[src/rtl/data_sync_pkg.sv]
// Shared constants and elaboration-time helpers for the multi-channel data synchroniser.
// Used by data_sync_ch and data_sync_mc.
package data_sync_pkg;

    localparam int MODE_LEVEL  = 0;
    localparam int MODE_TOGGLE = 1;

    localparam int MIN_STAGES = 2;
    localparam int MIN_CH     = 2;
    localparam int MAX_CH     = 16;

    function automatic int ch_width(input int num_ch);
        return (num_ch <= 1) ? 1 : $clog2(num_ch);
    endfunction

    function automatic bit stages_legal(input int num_stages);
        return num_stages >= MIN_STAGES;
    endfunction

    function automatic bit ch_legal(input int num_ch);
        return (num_ch >= MIN_CH) && (num_ch <= MAX_CH);
    endfunction

endpackage

[src/rtl/data_sync_ch.sv]
// One channel: enable synchroniser, edge detect, holding register, pending and overrun flags.
// hold is loaded from the asynchronous bus only on a synchronised event, when it is quasi-static.
module data_sync_ch
    import data_sync_pkg::*;
#(
    parameter int BUS_WIDTH   = 8,
    parameter int NUM_STAGES  = 2,
    parameter int TOGGLE_MODE = MODE_LEVEL
) (
    input  logic                 CLK,
    input  logic                 RST,
    input  logic                 bus_enable,
    input  logic [BUS_WIDTH-1:0] unsync_bus,
    input  logic                 grant_clr,
    input  logic                 clr_overrun,
    output logic                 pending,
    output logic [BUS_WIDTH-1:0] hold,
    output logic                 pulse,
    output logic                 overrun
);

    logic [NUM_STAGES-1:0] sync_q, sync_d;
    logic                  prev_q, prev_d;
    logic                  pulse_q, pulse_d;
    logic                  pending_q, pending_d;
    logic                  overrun_q, overrun_d;
    logic [BUS_WIDTH-1:0]  hold_q, hold_d;
    logic                  sync_w;
    logic                  evt;

    assign sync_w = sync_q[NUM_STAGES-1];

    always_comb begin
        sync_d    = {sync_q[NUM_STAGES-2:0], bus_enable};
        prev_d    = sync_w;
        evt       = (TOGGLE_MODE == MODE_TOGGLE) ? (sync_w ^ prev_q) : (sync_w & ~prev_q);
        pulse_d   = evt;
        hold_d    = hold_q;
        pending_d = pending_q;
        overrun_d = overrun_q;

        if (evt) begin
            hold_d    = unsync_bus;
            pending_d = 1'b1;
        end else if (grant_clr) begin
            pending_d = 1'b0;
        end

        // A word being granted this cycle is leaving, so overwriting it is not an overrun.
        if (evt && pending_q && !grant_clr) begin
            overrun_d = 1'b1;
        end else if (clr_overrun) begin
            overrun_d = 1'b0;
        end
    end

    always_ff @(posedge CLK or negedge RST) begin
        if (!RST) begin
            sync_q    <= '0;
            prev_q    <= 1'b0;
            pulse_q   <= 1'b0;
            pending_q <= 1'b0;
            overrun_q <= 1'b0;
            hold_q    <= '0;
        end else begin
            sync_q    <= sync_d;
            prev_q    <= prev_d;
            pulse_q   <= pulse_d;
            pending_q <= pending_d;
            overrun_q <= overrun_d;
            hold_q    <= hold_d;
        end
    end

    assign pending = pending_q;
    assign hold    = hold_q;
    assign pulse   = pulse_q;
    assign overrun = overrun_q;

endmodule

[src/rtl/data_sync_mc.sv]
// Multi-channel data synchroniser: per-channel capture merged onto one valid/ready stream
// by a round-robin arbiter.
module data_sync_mc
    import data_sync_pkg::*;
#(
    parameter int BUS_WIDTH   = 8,
    parameter int NUM_STAGES  = 2,
    parameter int NUM_CH      = 4,
    parameter int TOGGLE_MODE = MODE_LEVEL,
    parameter int CH_W        = ch_width(NUM_CH)
) (
    input  logic                        CLK,
    input  logic                        RST,
    input  logic [NUM_CH-1:0]           bus_enable,
    input  logic [NUM_CH*BUS_WIDTH-1:0] unsync_bus,
    input  logic                        out_ready,
    input  logic                        clr_overrun,
    output logic                        out_valid,
    output logic [BUS_WIDTH-1:0]        out_data,
    output logic [CH_W-1:0]             out_ch,
    output logic [NUM_CH-1:0]           enable_pulse_d,
    output logic [NUM_CH-1:0]           overrun
);

    if (!stages_legal(NUM_STAGES)) begin : g_bad_stages
        $error("data_sync_mc: NUM_STAGES must be >= 2");
    end
    if (!ch_legal(NUM_CH)) begin : g_bad_ch
        $error("data_sync_mc: NUM_CH must be in 2..16");
    end

    logic [NUM_CH-1:0]    pending_w;
    logic [NUM_CH-1:0]    grant_clr_w;
    logic [BUS_WIDTH-1:0] hold_w [NUM_CH];

    for (genvar gi = 0; gi < NUM_CH; gi++) begin : g_ch
        data_sync_ch #(
            .BUS_WIDTH  (BUS_WIDTH),
            .NUM_STAGES (NUM_STAGES),
            .TOGGLE_MODE(TOGGLE_MODE)
        ) u_ch (
            .CLK        (CLK),
            .RST        (RST),
            .bus_enable (bus_enable[gi]),
            .unsync_bus (unsync_bus[gi*BUS_WIDTH +: BUS_WIDTH]),
            .grant_clr  (grant_clr_w[gi]),
            .clr_overrun(clr_overrun),
            .pending    (pending_w[gi]),
            .hold       (hold_w[gi]),
            .pulse      (enable_pulse_d[gi]),
            .overrun    (overrun[gi])
        );
    end

    logic                 out_valid_q, out_valid_d;
    logic [BUS_WIDTH-1:0] out_data_q, out_data_d;
    logic [CH_W-1:0]      out_ch_q, out_ch_d;
    logic [CH_W-1:0]      last_q, last_d;

    logic            grant_found;
    logic [CH_W-1:0] grant_idx;
    logic [CH_W-1:0] probe_idx;
    logic            load;

    // Search starts just after the last grant, wrapping modulo NUM_CH (which need not be 2^n).
    always_comb begin
        grant_found = 1'b0;
        grant_idx   = '0;
        probe_idx   = '0;
        for (int k = 1; k <= NUM_CH; k++) begin
            probe_idx = CH_W'((int'(last_q) + k) % NUM_CH);
            if (!grant_found && pending_w[probe_idx]) begin
                grant_found = 1'b1;
                grant_idx   = probe_idx;
            end
        end
    end

    assign load = (!out_valid_q || out_ready) && grant_found;

    always_comb begin
        grant_clr_w = '0;
        if (load) begin
            grant_clr_w[grant_idx] = 1'b1;
        end
    end

    always_comb begin
        out_valid_d = out_valid_q;
        out_data_d  = out_data_q;
        out_ch_d    = out_ch_q;
        last_d      = last_q;
        if (load) begin
            out_valid_d = 1'b1;
            out_data_d  = hold_w[grant_idx];
            out_ch_d    = grant_idx;
            last_d      = grant_idx;
        end else if (out_ready) begin
            out_valid_d = 1'b0;
        end
    end

    always_ff @(posedge CLK or negedge RST) begin
        if (!RST) begin
            out_valid_q <= 1'b0;
            out_data_q  <= '0;
            out_ch_q    <= '0;
            last_q      <= CH_W'(NUM_CH - 1);
        end else begin
            out_valid_q <= out_valid_d;
            out_data_q  <= out_data_d;
            out_ch_q    <= out_ch_d;
            last_q      <= last_d;
        end
    end

    assign out_valid = out_valid_q;
    assign out_data  = out_data_q;
    assign out_ch    = out_ch_q;

endmodule
[config.mk]
export PLATFORM = sky130hd
export DESIGN_NAME = data_sync_mc
export DESIGN_NICKNAME = d
export VERILOG_FILES = /design/src/rtl/data_sync_pkg.sv /design/src/rtl/data_sync_ch.sv /design/src/rtl/data_sync_mc.sv
export SDC_FILE = /design/constraint.sdc
export NUM_CORES = 1
export LEC_CHECK = 0
export ABC_CLOCK_PERIOD_IN_PS = 2200
export BUFFER_PORTS_ARGS = -buffer_cell sky130_fd_sc_hd__buf_2
export CORE_MARGIN = 3
export CORE_UTILIZATION = 35
export CTS_BUF_LIST = sky130_fd_sc_hd__clkbuf_4
export CTS_CLUSTER_DIAMETER = 150
export DETAILED_ROUTE_END_ITERATION = 8
export GPL_TIMING_DRIVEN = 0
export PLACE_DENSITY_LB_ADDON = 0.15
export SLEW_MARGIN = 0
export SYNTH_ARGS = -nofsm -noshare
export SYNTH_HDL_FRONTEND = slang
export SYNTH_SLANG_ARGS = --single-unit
[constraint.sdc]
create_clock -name CLK -period 2.2 [get_ports CLK]
set_input_delay 0.44 -clock CLK [delete_from_list [all_inputs] [get_ports CLK]]
set_output_delay 0.44 -clock CLK [all_outputs]
set_load 0.02 [all_outputs]
==> impl_metrics.env, run 1 <==
export IMPL_status="complete, no violations"
export IMPL_syn_inst=285
export IMPL_pre_cts_ws_ns=0.255
export IMPL_std_cell_rows=32
export IMPL_max_slew_margin_rel_pct=42.4
export IMPL_root_buffer="clkbuf_4"
export IMPL_cpMaxStageDelayCell="dfstp_2"
export IMPL_cp_required_ns=2.48
export IMPL_layout_common_cells="nand2_1 (104), dfrtp_1 (67), buf_2 (58)"
export IMPL_path_buf_inv=1
export IMPL_globalplace_congestion=0.755
export IMPL_hold_path_class="in -> reg"
export IMPL_synth_seq_cells=69
export IMPL_syn_num_nets=325
export IMPL_cpLargestDelayFamily="flip-flops"
export IMPL_antenna_found_initial=0
export IMPL_startpoint_type="register"
export IMPL_grt_pass1_wl_mm=10.6
export IMPL_postCtsSetupRepairBufs=0
export IMPL_ctsHoldBuffers=0
export IMPL_clock_sinks=69
export IMPL_htree_levels=3
export IMPL_avgSynthCellArea_um2=10.3
export IMPL_start_util_pct=37.1
export IMPL_clk_latency_ns=0.41
export IMPL_yosysSeqAreaShare_pct=58.8
export IMPL_drive_above_1_share_pct=30.1
export IMPL_viasPerCell=4.62
export IMPL_routed_via_count=2130
export IMPL_cts_path_max_buffers=2
export IMPL_worstSetupPathType="reg -> reg"
export IMPL_ff2ff_setup_slack_ns=0.23
export IMPL_worst_pin_slew_ns=0.864
export IMPL_crit_arrival_ns=2.25
export IMPL_ff2ff_path_depth=6
export IMPL_die_h_um=97.7
export IMPL_grt_pass1_vias=2199
export IMPL_ant_nets=0
export IMPL_wl_per_cell_um=13.4
export IMPL_cts_reportedPaths_clkPinSlew_ns=0.12
export IMPL_ir_worst_vdd_uv=308
export IMPL_routed_wirelength_mm=6.18
export IMPL_drc_errors=0
export IMPL_final_common_cell="nand2_1"
export IMPL_yosysWarningCount=0
export IMPL_cp_cell_sequence="nand2b_1 -> a21bo_2 -> nand3_2 -> buf_2 -> a211o_1 -> nor3b_2"
export IMPL_hold_violations=0
export IMPL_timing_rr_end="out_data[5]$_DFFE_PN0P_"
export IMPL_hold_end="g_ch[2].u_ch.sync_q[0]$_DFF_PN0_"
export IMPL_cts_tree="built"
export IMPL_end_kind="register"
export IMPL_crit_path_max_incr_delay_ns=0.56
export IMPL_drtIter0Drc=67
export IMPL_setup_ws_ns=0.228
export IMPL_fin_skew_ns=0.0189
export IMPL_fin_tns_setup_ns=0
export IMPL_hpwlAfterDp_mm=4.48
export IMPL_io_buffer_count=58
export IMPL_antennaDiodeCount=0
export IMPL_rsz0062_at_grt="false"
export IMPL_die_w_um=97.7
export IMPL_r2r_start="last_q[0]$_DFFE_PN1P_"
export IMPL_leakage_uw=0.00174
export IMPL_dr_pass1_iters=4
export IMPL_synthToLayoutAreaGrowth_pct=19.0
export IMPL_cts_buffers_inserted=9
export IMPL_layout_nets=394
export IMPL_max_freq_ghz=0.507
export IMPL_grt_overflow=0
export IMPL_fin_crit_sh_pct=89.6
export IMPL_period_needed_ns=1.97
export IMPL_holdCritStartpoint="bus_enable[2]"
export IMPL_powerDensity_nw_per_um2=1170
export IMPL_holdPathStages=1
export IMPL_crit_fanout=10
export IMPL_synth_cell_area_um2=2940
export IMPL_cts_repair_resized=0
export IMPL_num_io_pins=59
export IMPL_ys_types=29
export IMPL_dieArea_um2=9540
export IMPL_fin_hold_ws_ns=0.125
export IMPL_grt_max_degree=70
export IMPL_finalSetupViolCount=0
export IMPL_maxCapViolations=0
export IMPL_slew_violations=0
export IMPL_grt_use_total_pct=14.0
export IMPL_coreArea_um2=7930
export IMPL_final_core_util_pct=44.1
[worst max-delay path by stage]
stage,startpoint,slack [ns],end,cells after the start
3_3_place_gp,last_q[0]$_DFFE_PN1P_,0.29,out_data[5]$_DFFE_PN0P_,6
6_report,last_q[0]$_DFFE_PN1P_,0.23,out_data[5]$_DFFE_PN0P_,6
5_1_grt,last_q[0]$_DFFE_PN1P_,0.11,out_data[5]$_DFFE_PN0P_,6
3_5_place_dp,last_q[0]$_DFFE_PN1P_,0.25,out_data[5]$_DFFE_PN0P_,6
4_1_cts,last_q[0]$_DFFE_PN1P_,0.23,out_data[5]$_DFFE_PN0P_,6
2_1_floorplan,last_q[0]$_DFFE_PN1P_,0.49,out_data[5]$_DFFE_PN0P_,6
[power by group]
| part | internal (µW) | leakage (µW) | switching, µW |
|---|---|---|---|
| sequential | 1540 | 0.000821 | 185 |
| combinational | 642 | 0.000853 | 916 |
| clock | 355 | 0.0000623 | 446 |
[cells by family after synthesis]
logic type             share of synthesized area, %
AOI/OAI and AO/OA                              10.2
and+or+nand+nor                                26.3
DFF                                            58.8
buffers and inverters                          4.77
[through the flow]
stage                     std cells  power (µW)  cell area (µm²)
final                           461        4090             3500
after global routing            461        4400             3500
after CTS                       461        4160             3500
after detailed placement        445        3340             3360
after global placement          445        3310             3360
after floorplan                 285        2870             2940
[cells in the mapped netlist]
library cell | instances | area (µm²)
clkinv_1 | 4 | 15.0
inv_1 | 5 | 18.8
nor4_1 | 1 | 6.26
nand2b_1 | 8 | 50.1
a21o_2 | 2 | 17.5
dfrtp_1 | 67 | 1680
nor3b_2 | 8 | 100
a211o_1 | 8 | 70.1
clkbuf_1 | 8 | 30.0
and4_1 | 16 | 140
nand3_2 | 1 | 10.0
nand2_1 | 104 | 390
o21ai_2 | 3 | 26.3
or2_0 | 1 | 6.26
buf_6 | 1 | 11.3
nor2_1 | 13 | 48.8
a311o_1 | 1 | 10.0
buf_4 | 8 | 60.1
a21bo_2 | 1 | 10.0
o21ai_1 | 2 | 10.0
or2_1 | 1 | 6.26
a211oi_2 | 8 | 100
a21oi_1 | 3 | 15.0
nor3b_1 | 1 | 7.51
o22ai_1 | 4 | 25.0
and3_1 | 1 | 6.26
buf_2 | 1 | 5.00
a21o_1 | 2 | 15.0
dfstp_2 | 2 | 52.6
[routing by layer]
layer  vias to the layer above  wire length, µm  GRT usage (%)  part of all wire [%]
met4                         0               72           3.83                   1.2
met5                         -                0              0                     0
met2                        48             2810           21.6                    45
li1                       1089                -              -                     -
met3                         6              332           5.38                   5.4
met1                       987             2970           18.3                    48
[cell type report]
class	instances	area, µm²
Inverter	9	33.8
Timing Repair Buffer	58	293
Sequential cell	69	1730
Fill cell	808	4430
Multi-Input combinational cell	189	1070
Buffer	18	106
Tap cell	102	128
Clock inverter	6	63.8
Clock buffer	10	75.1
[worst register-to-register path, stage by stage, from the launching register on]
cell and delay, ns:
dfstp_2 0.56, nand2b_1 0.12, a21bo_2 0.24, nand3_2 0.18, buf_2 0.27, a211o_1 0.32, nor3b_2 0.15
[registers in the layout, indices dropped and copies added (netlist names)]
signal / cells
g_ch.u_ch.overrun: 4
last_q: 2
out_valid: 1
g_ch.u_ch.hold: 32
out_ch: 2
g_ch.u_ch.pending: 4
g_ch.u_ch.sync_q: 8
g_ch.u_ch.prev_q: 4
out_data: 8
g_ch.u_ch.pulse: 4
No activity file was read; power rests on OpenSTA's default activity.
==> run 2, diff against run 1 <==
--- a/config.mk
+++ b/config.mk
@@ -7,6 +7,7 @@
 export LEC_CHECK = 0
 export ABC_CLOCK_PERIOD_IN_PS = 2200
 export BUFFER_PORTS_ARGS = -buffer_cell sky130_fd_sc_hd__buf_2
+export CORE_ASPECT_RATIO = 1.4
 export CORE_MARGIN = 3
 export CORE_UTILIZATION = 35
 export CTS_BUF_LIST = sky130_fd_sc_hd__clkbuf_4
==> run 2 against run 1 <==
  * Design area decreased by 0.11%
  * Total power about the same
  * Routed wire length increased by 0.29%
  * Via count increased by 0.70%
  * Largest cell class unchanged
  * Clock skew decreased by 0.00065 ns
==> impl_metrics.env, run 2 (synthesized netlist as in run 1, its figures left out) <==
export IMPL_crit_fanout=10
export IMPL_fin_crit_sh_pct=88.5
export IMPL_max_freq_ghz=0.514
export IMPL_grt_max_degree=70
export IMPL_largest_reg_flops=32
export IMPL_dr_pass1_iters=4
export IMPL_io_buffer_count=58
export IMPL_fillCellCount=806
export IMPL_antenna_found_initial=0
export IMPL_fin_skew_ns=0.0183
export IMPL_wl_per_cell_um=13.5
export IMPL_ff2ff_path_depth=6
export IMPL_layout_nets=394
export IMPL_die_h_um=114
export IMPL_powerDensity_nw_per_um2=1170
export IMPL_htree_levels=3
export IMPL_hold_violations=0
export IMPL_hold_path_class="in -> async"
export IMPL_power_switching_uw=1550
export IMPL_internal_power_uw=2540
export IMPL_seqPwrFrac_pct=42.5
export IMPL_worstSetupPathType="reg -> reg"
export IMPL_num_io_pins=59
export IMPL_layout_common_cells="nand2_1 (104), dfrtp_1 (67), buf_2 (58)"
export IMPL_final_common_cell="nand2_1"
export IMPL_clk_latency_ns=0.40
export IMPL_period_needed_ns=1.95
export IMPL_die_w_um=83.5
export IMPL_postCtsSetupRepairBufs=0
export IMPL_globalplace_congestion=0.746
export IMPL_grt_pass1_wl_mm=10.4
export IMPL_routed_via_count=2145
export IMPL_postPlaceCellArea_um2=3360
export IMPL_ir_worst_vdd_uv=441
export IMPL_grt_pass1_vias=2211
export IMPL_slew_violations=0
export IMPL_ant_nets=0
export IMPL_drive_above_1_share_pct=30.2
export IMPL_clock_sinks=69
export IMPL_viasPerCell=4.68
export IMPL_end_kind="register"
export IMPL_startpoint_type="register"
export IMPL_leakage_uw=0.00174
export IMPL_cts_repair_resized=0
export IMPL_cp_required_ns=2.49
export IMPL_grt_overflow=0
export IMPL_rsz0062_at_grt="false"
export IMPL_crit_arrival_ns=2.24
export IMPL_worst_pin_slew_ns=0.862
export IMPL_antennaDiodeCount=0
export IMPL_maxCapViolations=0
export IMPL_root_buffer="clkbuf_4"
export IMPL_fin_tns_setup_ns=0
export IMPL_grt_use_total_pct=13.8
export IMPL_clkPwrFrac_pct=19.6
export IMPL_drc_errors=0
export IMPL_coreArea_um2=7940
export IMPL_cts_tree="built"
export IMPL_max_slew_margin_rel_pct=42.5
export IMPL_cts_path_max_buffers=2
export IMPL_synthToLayoutAreaGrowth_pct=18.9
export IMPL_cts_buffers_inserted=9
export IMPL_fin_area_um2=3500
export IMPL_ctsHoldBuffers=0
export IMPL_std_cell_rows=38
export IMPL_dieArea_um2=9550
export IMPL_status="complete, no violations"
export IMPL_drtIter0Drc=139
export IMPL_cts_reportedPaths_clkPinSlew_ns=0.12
export IMPL_routed_wirelength_mm=6.20
export IMPL_power_share_combinational_pct=37.9
export IMPL_hpwlAfterDp_mm=4.56
export IMPL_switching_share_pct=37.9
export IMPL_finalSetupViolCount=0
export IMPL_start_util_pct=37.0
==> run 2: metal layers <==
layer	track usage, %	wire, µm
met1	16.6	2700
met3	4.18	335
met2	23.2	3030
met5	0	0
met4	5.69	137
==> run 2: path summary, 6_finish.rpt <==
path	startpoint	to	slack (ns)
min in group CLK	bus_enable[3]	g_ch[3].u_ch.sync_q[0]$_DFF_PN0_	0.13
worst max-delay path	last_q[0]$_DFFE_PN1P_	out_data[6]$_DFFE_PN0P_	0.25
worst max register to register	last_q[0]$_DFFE_PN1P_	out_data[6]$_DFFE_PN0P_	0.25
max in group asynchronous	RST	g_ch[1].u_ch.hold[6]$_DFFE_PN0P_	1.49
worst min register to register	g_ch[0].u_ch.sync_q[0]$_DFF_PN0_	g_ch[0].u_ch.sync_q[1]$_DFF_PN0_	0.36
worst min-delay path	RST	g_ch[3].u_ch.sync_q[0]$_DFF_PN0_	0.13
==> run 2: per-stage QoR <==
stage	util [%]	setup slack [ns]	hold WS [ns]	power [µW]	instances
after floorplan	-	0.494	0.144	2870	285
after global placement	42.3	0.275	0.334	3310	443
after detailed placement	42.3	0.272	0.337	3340	443
after CTS	44.0	0.257	0.0959	4150	458
after global routing	44.0	0.0810	0.0974	4390	458
final	44.0	0.254	0.126	4090	458
==> run 2: critical path: stages, from the launching register on <==
cell and delay, ns:
dfstp_2 0.56, nand2b_1 0.13, a21bo_2 0.24, nand3_2 0.18, buf_2 0.27, a211o_1 0.31
nor3b_2 0.15
==> run 2: layout make-up <==
| cell class | instances | area (µm²) | area share [%] |
|---|---|---|---|
| plain buffers | 18 | 106 | 3.04 |
| clock buffers | 10 | 75.1 | 2.15 |
| clock inverters | 5 | 62.6 | 1.79 |
| inverters | 9 | 33.8 | 0.966 |
| multi-input cells | 189 | 1070 | 30.6 |
| flip-flops and latches | 69 | 1730 | 49.5 |
| well taps | 100 | 125 | 3.58 |
| repair buffers | 58 | 293 | 8.38 |
==> run 2: power by group through the flow <==
stage	clock network, µW	registers [µW]	logic, µW
after floorplan	0	1820	1040
after global placement	0	1760	1550
after detailed placement	0	1760	1570
after CTS	832	1740	1570
after global routing	885	1780	1720
final	802	1740	1550
==> run 3, diff against run 2 <==
--- a/config.mk
+++ b/config.mk
@@ -7,6 +7,8 @@
 export LEC_CHECK = 0
 export ABC_CLOCK_PERIOD_IN_PS = 2200
 export BUFFER_PORTS_ARGS = -buffer_cell sky130_fd_sc_hd__buf_2
+export CELL_PAD_IN_SITES_DETAIL_PLACEMENT = 1
+export CELL_PAD_IN_SITES_GLOBAL_PLACEMENT = 1
 export CORE_ASPECT_RATIO = 1.4
 export CORE_MARGIN = 3
 export CORE_UTILIZATION = 35
==> run 3 against run 2 <==
  * Total power decreased by 2.8%
  * Fmax decreased by 2.3%
  * Design area decreased by 1.1%
  * Flip-flop and latch count unchanged
  * Non-clock buffer count unchanged
  * Clock power decreased by 17%
  * Register-to-register slack got worse by 0.05 ns
  * Via count increased by 1.5%
  * Largest cell class unchanged
  * Highest routed layer unchanged
==> impl_metrics.env, run 3 (synthesized netlist as in run 1, its figures left out) <==
export IMPL_drc_errors=0
export IMPL_max_slew_margin_rel_pct=42.5
export IMPL_grt_overflow=0
export IMPL_maxCapViolations=0
export IMPL_grt_max_degree=70
export IMPL_hold_violations=0
export IMPL_largest_reg_flops=32
export IMPL_cp_required_ns=2.51
export IMPL_ff2ff_setup_slack_ns=0.21
export IMPL_synthToLayoutAreaGrowth_pct=17.6
export IMPL_cp_cell_sequence="nand2b_1 -> a21bo_2 -> nand3_2 -> buf_2 -> a211o_1 -> nor3b_2"
export IMPL_status="complete, no violations"
export IMPL_cts_path_max_buffers=2
export IMPL_cpMaxStageDelayCell="dfstp_2"
export IMPL_final_core_util_pct=43.5
export IMPL_path_buf_inv=1
export IMPL_cpLargestDelayFamily="compound AO/OA/AOI/OAI gates"
export IMPL_startpoint_type="register"
export IMPL_cts_reportedPaths_clkPinSlew_ns=0.11
export IMPL_fin_skew_ns=0.0132
export IMPL_routed_via_count=2178
export IMPL_cts_repair_resized=0
export IMPL_grt_pass1_wl_mm=11.0
export IMPL_coreArea_um2=7940
export IMPL_slew_violations=0
export IMPL_rsz0062_at_grt="false"
export IMPL_drive_above_1_share_pct=29.3
export IMPL_viasPerCell=4.76
export IMPL_finalSetupViolCount=0
export IMPL_clk_latency_ns=0.42
export IMPL_die_h_um=114
export IMPL_antennaDiodeCount=0
export IMPL_root_buffer="clkbuf_4"
export IMPL_ir_worst_vdd_uv=412
export IMPL_die_w_um=83.5
export IMPL_ant_nets=0
export IMPL_htree_levels=3
export IMPL_hpwlAfterDp_mm=4.86
export IMPL_crit_arrival_ns=2.30
export IMPL_routed_wirelength_mm=6.63
export IMPL_layout_common_cells="nand2_1 (104), dfrtp_1 (67), buf_2 (58)"
export IMPL_fin_tns_setup_ns=0
export IMPL_dr_pass1_iters=4
export IMPL_wl_per_cell_um=14.5
export IMPL_ctsHoldBuffers=0
export IMPL_powerDensity_nw_per_um2=1150
export IMPL_worst_pin_slew_ns=0.862
export IMPL_fillCellCount=929
export IMPL_grt_use_total_pct=14.8
export IMPL_dieArea_um2=9550
export IMPL_final_common_cell="nand2_1"
export IMPL_globalplace_congestion=0.748
export IMPL_cts_buffers_inserted=9
export IMPL_worstSetupPathType="reg -> reg"
export IMPL_period_needed_ns=1.99
export IMPL_antenna_found_initial=0
export IMPL_crit_path_max_incr_delay_ns=0.56
export IMPL_leakage_uw=0.00173
export IMPL_start_util_pct=37.0
export IMPL_io_buffer_count=58
export IMPL_hold_path_class="in -> reg"
export IMPL_std_cell_rows=38
export IMPL_fin_crit_sh_pct=90.5
export IMPL_max_freq_ghz=0.502
export IMPL_crit_fanout=10
export IMPL_layout_nets=394
export IMPL_postCtsSetupRepairBufs=0
export IMPL_grt_pass1_vias=2235
export IMPL_end_kind="register"
export IMPL_cts_tree="built"
export IMPL_clock_sinks=69
export IMPL_drtIter0Drc=75
export IMPL_num_io_pins=59
==> run 3: cell count changes in the layout (fill, tap and decap cells not counted), sizes merged <==
cell      delta
bufinv       -1
clkbuf       +1
clkinv       +2
clkinvlp     -2
==> run 3: path summary, 6_finish.rpt <==
path / startpoint / end / cells past startpoint
worst max-delay path: last_q[0]$_DFFE_PN1P_ / out_data[5]$_DFFE_PN0P_ / 6
worst min-delay path: bus_enable[2] / g_ch[2].u_ch.sync_q[0]$_DFF_PN0_ / 1
worst max register to register: last_q[0]$_DFFE_PN1P_ / out_data[5]$_DFFE_PN0P_ / 6
worst min register to register: g_ch[3].u_ch.sync_q[0]$_DFF_PN0_ / g_ch[3].u_ch.sync_q[1]$_DFF_PN0_ / 0
max in group asynchronous: RST / g_ch[2].u_ch.hold[7]$_DFFE_PN0P_ / 1
min in group asynchronous: RST / g_ch[0].u_ch.sync_q[1]$_DFF_PN0_ / 1
==> run 3: power breakdown <==
| group | internal [µW] | total, µW | leakage [µW] | switching, µW |
|---|---|---|---|---|
| registers | 1540 | 1740 | 0.000821 | 195 |
| logic | 641 | 1570 | 0.000853 | 929 |
| clock network | 239 | 665 | 0.0000592 | 426 |
| total | 2420 | 3970 | 0.00173 | 1550 |
==> run 3: metrics by stage <==
stage	setup slack (ns)	hold slack (ns)	area (µm²)	instances	power (µW)
final	0.209	0.117	3460	458	3970
after global routing	0.100	0.0841	3460	458	4270
after CTS	0.208	0.0935	3460	458	4040
after detailed placement	0.213	0.337	3360	443	3370
after global placement	0.230	0.335	3360	443	3320
after floorplan	0.494	0.144	2940	285	2870
==> run 3: cell type report <==
cell class	instances	area (µm²)	area share (%)
Sequential cell	69	1730	50.0
Buffer	18	106	3.08
Inverter	9	33.8	0.977
Clock buffer	11	82.6	2.39
Multi-Input combinational cell	189	1070	31.0
Timing Repair Buffer	58	293	8.47
Clock inverter	4	16.3	0.471
Tap cell	100	125	3.62
==> run 3: per-layer routing <==
layer	global-route usage (%)	routed length, µm	vias to the layer above
li1	-	-	1080
met1	18.6	2970	1040
met2	23.5	3190	47
met3	3.17	305	11
met4	8.69	160	0
met5	0	0	-
==> run 3: worst register-to-register path: cells and delay by family, from the launching register on <==
family | cells | cell delay [ns]
buffers and inverters | 1 | 0.27
and+or+nand+nor | 3 | 0.47
AOI/OAI and AO/OA | 2 | 0.57
DFF | 1 | 0.56
